==> config.mk <==
export PLATFORM = sky130hd
export DESIGN_NAME = output_port_arbiter_flat
export DESIGN_NICKNAME = d
export VERILOG_FILES = /design/src/rtl/output_port_arbiter_if.sv /design/src/rtl/output_port_arbiter.sv /design/src/flat_wrapper.sv
export SDC_FILE = /design/constraint.sdc
export NUM_CORES = 1
export LEC_CHECK = 0
export BUFFER_PORTS_ARGS = -buffer_cell sky130_fd_sc_hd__buf_2
export CAP_MARGIN = 30
export CORE_MARGIN = 5
export CORE_UTILIZATION = 45
export CTS_BUF_LIST = sky130_fd_sc_hd__clkbuf_4 sky130_fd_sc_hd__clkbuf_8 sky130_fd_sc_hd__clkbuf_16
export DETAILED_ROUTE_END_ITERATION = 7
export PLACE_DENSITY = 0.7
export SYNTH_ARGS = -nofsm -noshare
export SYNTH_HDL_FRONTEND = slang
export SYNTH_SLANG_ARGS = --single-unit
==> constraint.sdc <==
create_clock -name clk -period 3.7 [get_ports clk]
set_input_delay 0.555 -clock clk [delete_from_list [all_inputs] [get_ports clk]]
set_output_delay 0.555 -clock clk [all_outputs]
set_load 0.1 [all_outputs]
==> src/rtl/output_port_arbiter_if.sv <==
// Handshake bundle between the input buffers and one output port's arbiter.
// The master modport is the arbiter side, which drives the crossbar selects and pop strobes.
interface output_port_arbiter_if #(
  parameter int NUM_PORTS = 5
);
  logic [NUM_PORTS-1:0] req_in;
  logic [NUM_PORTS-1:0] tail_in;
  logic                 ready_in;
  logic [NUM_PORTS-1:0] sel_out;
  logic [NUM_PORTS-1:0] rd_en_out;
  logic                 valid_out;
  logic                 busy_out;

  modport master (
    input  req_in, tail_in, ready_in,
    output sel_out, rd_en_out, valid_out, busy_out
  );

  modport slave (
    output req_in, tail_in, ready_in,
    input  sel_out, rd_en_out, valid_out, busy_out
  );
endinterface

==> src/rtl/output_port_arbiter.sv <==
// Packet-granular round-robin arbiter for one router output port (N, E, W, S, L).
// The state register is the one-hot crossbar select; a tail transfer re-arbitrates in the same cycle.
module output_port_arbiter #(
  parameter int NUM_PORTS = 5
) (
  input logic                  clk,
  input logic                  rst,
  output_port_arbiter_if.master bus
);

  typedef enum logic [4:0] {
    IDLE  = 5'b00000,
    GNT_N = 5'b00001,
    GNT_E = 5'b00010,
    GNT_W = 5'b00100,
    GNT_S = 5'b01000,
    GNT_L = 5'b10000
  } state_t;

  state_t     state;
  logic [2:0] ptr;

  logic       found;
  logic [2:0] win;
  logic [3:0] idx;
  logic [2:0] ptr_nxt;
  state_t     win_state;
  logic       tail_xfer;

  // Search ptr, ptr+1, ... wrapping 4->0; the first requester found wins.
  always_comb begin
    found = 1'b0;
    win   = 3'd0;
    idx   = 4'd0;
    for (int i = 0; i < NUM_PORTS; i++) begin
      idx = {1'b0, ptr} + 4'(i);
      if (idx >= 4'(NUM_PORTS)) idx = idx - 4'(NUM_PORTS);
      if (!found && bus.req_in[idx[2:0]]) begin
        found = 1'b1;
        win   = idx[2:0];
      end
    end
  end

  assign win_state = state_t'(5'b00001 << win);
  assign ptr_nxt   = (win == 3'(NUM_PORTS - 1)) ? 3'd0 : win + 3'd1;

  assign bus.sel_out   = state;
  assign bus.busy_out  = |state;
  assign bus.rd_en_out = state & bus.req_in & {NUM_PORTS{bus.ready_in}};
  assign bus.valid_out = |bus.rd_en_out;

  // Only the granted port's tail bit can matter, since rd_en_out is a subset of sel_out.
  assign tail_xfer = |(bus.rd_en_out & bus.tail_in);

  always_ff @(posedge clk) begin
    if (rst) begin
      state <= IDLE;
      ptr   <= 3'd0;
    end else begin
      case (state)
        IDLE: begin
          if (found) begin
            state <= win_state;
            ptr   <= ptr_nxt;
          end
        end
        default: begin
          // ptr already points past the holder, so it is lowest priority here.
          if (tail_xfer) begin
            if (found) begin
              state <= win_state;
              ptr   <= ptr_nxt;
            end else begin
              state <= IDLE;
            end
          end
        end
      endcase
    end
  end

  a_sel_onehot0: assert property (@(posedge clk) disable iff (rst)
    $onehot0(bus.sel_out));
  a_rd_subset: assert property (@(posedge clk) disable iff (rst)
    (bus.rd_en_out & ~bus.sel_out) == '0);
  a_valid_ready: assert property (@(posedge clk) disable iff (rst)
    bus.valid_out |-> bus.ready_in);
  a_busy_sel: assert property (@(posedge clk) disable iff (rst)
    bus.busy_out == (|bus.sel_out));

endmodule

==> src/flat_wrapper.sv <==
// flat-port wrapper written by rule: the top's interface ports become plain ports
module output_port_arbiter_flat 
#(
  parameter int NUM_PORTS = 5
)
  (clk, rst, bus_req_in, bus_tail_in, bus_ready_in, bus_sel_out, bus_rd_en_out, bus_valid_out, bus_busy_out);
  output_port_arbiter_if #(.NUM_PORTS(NUM_PORTS)) bus_i ();
  input logic clk;
  input logic rst;
  input wire logic [$bits(bus_i.req_in)-1:0] bus_req_in;
  input wire logic [$bits(bus_i.tail_in)-1:0] bus_tail_in;
  input wire logic [$bits(bus_i.ready_in)-1:0] bus_ready_in;
  output wire logic [$bits(bus_i.sel_out)-1:0] bus_sel_out;
  output wire logic [$bits(bus_i.rd_en_out)-1:0] bus_rd_en_out;
  output wire logic [$bits(bus_i.valid_out)-1:0] bus_valid_out;
  output wire logic [$bits(bus_i.busy_out)-1:0] bus_busy_out;
  assign bus_i.req_in = bus_req_in;
  assign bus_i.tail_in = bus_tail_in;
  assign bus_i.ready_in = bus_ready_in;
  assign bus_sel_out = bus_i.sel_out;
  assign bus_rd_en_out = bus_i.rd_en_out;
  assign bus_valid_out = bus_i.valid_out;
  assign bus_busy_out = bus_i.busy_out;
  output_port_arbiter #(.NUM_PORTS(NUM_PORTS)) u_core (.clk(clk), .rst(rst), .bus(bus_i));
endmodule
==> reports/qor.yml <==
outcome: "finished clean"
path_max_fanout: 5
netlist-cell-type-count: 69
hold_viol: 0
grt_usage_pct: 20.5
required_ns: 3.89
drt_wl_total_um: 5640
fp.dieW_um: 69.4
route.detailed.drc: 0
cts.sinks: 8
max_freq_mhz: 272
synth_nets: 233
worst_slack_ns: 0.0173
cp_top_family: "simple AND/OR/NAND/NOR gates"
synthMuxAreaShare_pct: 9.93
ys_async_sr_fraction_pct: 0
synthAdderAreaFrac_pct: 9.93
clk_pin_slew_worst_paths_ns: 0.06
ys_warn_count: 0
min_period_ns: 3.68
area_delta_synth_final_pct: 43.5
slew_headroom_pct: 43.0
core-area_mm2: 0.00339
cts.path.max_buffers: 2
fin_nets: 293
h-tree-depth: 1
setup_violations: 0
gp_congestion: 0.936
synthFlopType: "dfxtp_1"
antenna_found_initial: 0
drive_gt1_share_pct: 44.2
clock_skew_ns: 0.00822
critPathKind: "reg2reg"
seq_area_frac_synth_pct: 10.1
cts_tree: "done"
hold_class: "reg2reg"
grt-ovfl-total: 0
n_antenna_cell: 0
syn_area_mm2: 0.00159
cap_violations: 0
critPathLaunchType: "flip-flop"
slew_violations: 0
vdd_drop_max_v: 0.000612
synth_compound_area_share_pct: 32.5
critPathMaxStageDelay_ns: 0.56
fillers: 279
port_buffers: 24
slowest_stage: "or4_4"
dp_hpwl_um: 3850
fp.dieArea_mm2: 0.00482
synth_cells: 208
cp_cell_sequence: "inv_4 > ha_4 > mux2_4 > nor3_2 > a211o_1 > o21ai_2 > or4_4 > or4_4 > a21oi_4 > inv_2 > ha_2 > ha_1 > nand4b_1 > a21oi_1"
ff2ff_setup_slack_ns: 0.02
start_util_pct: 46.8
holdWs_ns: 0.504
clock_latency_ns: 0.26
num_vias: 1975
tightest_slew_ns: 0.855
die_y_um: 69.4
dp_slack_ns: 0.0414
cp.arrival_ns: 3.87
cts_buffers: 3
powerDensity_mw_per_mm2: 1010
synth.avg_cell_area_um2: 7.63
ys_seq_elements: 8
synthSimpleGateAreaFrac_pct: 27.7
path_buf_inv: 2
synth_top_family_by_area: "compound AO/OA/AOI/OAI gates"
synth_edf_count: 0
utilization_pct: 67.2
endpoint_kind: "flip-flop"
ant_nets: 0
vias_per_cell: 6.31
grt_pass1_vias: 1752
cpMostUsedCell: "or4_4"
root_buffer: "clkbuf_4"
period_share_pct: 99.5
grt_pass1_wl_um: 8330
io_pins: 25
routedWlPerCell_um: 18.0
leakagePower_uw: 0.000996
drtPass1Iterations: 5
drt_iter0_markers: 193
grt_start_max_net_pins: 25
yosys.area_share.xor_xnor_pct: 3.31
rows: 21
==> through the flow <==
stage	setup TNS [ns]	cells	instance area (um^2)	total power, uW
floorplan	0	208	1660	1440
global placement	0	291	1970	1880
detailed placement	0	291	1970	1890
CTS	0	295	2000	1970
global route	-0.0696	313	2280	2460
finish	0	313	2280	2300
==> Yosys cell counts, drive strengths merged (3+ instances only) <==
cell type  instances  area [um^2]
a2111oi            3         32.5
a211oi             3         22.5
a21oi             14         85.1
a31oi              3         18.8
and3               6         37.5
buf                9         51.3
clkbuf             4         15.0
dfxtp              8          160
ha                11          138
inv               10         37.5
mux2i              9         90.1
nand2             12         45.0
nand2b             8         50.1
nand3              6         30.0
nor2              11         41.3
nor2b              4         25.0
nor3               9         45.0
nor4               4         25.0
o21ai             12         60.1
o31ai              3         22.5
o41ai              3         33.8
or2                3         18.8
xnor2              5         43.8
==> flip-flops by register name, indices dropped and copies added, names as in the netlist <==
signal and cells:
u_core.ptr 3, u_core.bus.sel_out 5
==> power breakdown <==
group,leakage (uW),switching [uW],total (uW),internal (uW)
Sequential,0.0000673,32.6,150,117
Combinational,0.000911,1140,2070,934
Clock,0.0000184,29.6,78.1,48.6
==> layer usage <==
layer	up-vias	track usage [%]	wire length (um)	share of wire (%)
li1	920	-	-	-
met1	970	27.1	2380	42
met2	67	34.0	2740	48
met3	18	2.32	348	6.2
met4	0	7.81	180	3.2
met5	-	0	0	0
==> path summary, 6_finish.rpt <==
check	start	to	depth (start not counted)
worst min register to register	u_core.bus.sel_out[2]	u_core.bus.sel_out[2]	2
worst max register to register	u_core.ptr[0]	u_core.ptr[2]	14
worst max-delay path	u_core.ptr[0]	u_core.ptr[2]	14
worst min-delay path	u_core.bus.sel_out[2]	u_core.bus.sel_out[2]	2
==> cells by family after synthesis <==
family / count (synthesis)
buf+inv: 23
xor+xnor: 6
compound gates: 68
flops: 8
mux: 13
fa+ha+maj: 12
simple gates: 78
==> cell usage in the layout (no fill, tap or decap), drive strengths merged, types with 4 or more instances in the layout <==
cell / synthesis / final
mux2i: 9 / 9
xnor2: 5 / 5
nor2b: 4 / 4
and3: 6 / 6
inv: 10 / 10
buf: 9 / 67
a21oi: 14 / 14
clkbuf: 4 / 5
nor4: 4 / 4
dfxtp: 8 / 8
o21ai: 12 / 12
ha: 11 / 11
nor2: 11 / 11
nand2b: 8 / 8
nand2: 12 / 12
nor3: 9 / 9
nand3: 6 / 6
==> final cells by class <==
type                       instances  area (um^2)  share of cell area [%]
tap                               46         57.6                    2.53
inverter                          10         40.0                    1.76
timing repair buffer              68          480                    21.1
clock buffer                       4         30.0                    1.32
multi-input combinational        177         1500                    65.9
sequential                         8          169                    7.41
==> worst min-delay path: cells and delay by family (launching register included) <==
family	cells	cell delay, ns
simple gates	1	0.07
compound gates	1	0.05
flops	1	0.34
==> timing repair <==
action                     in CTS  in global routing
setup endpoints to repair       0                  2
buffers inserted                0                 17
resized for setup               0                 27
hold buffers                    0                  0
(Power assumes the default switching activity.)
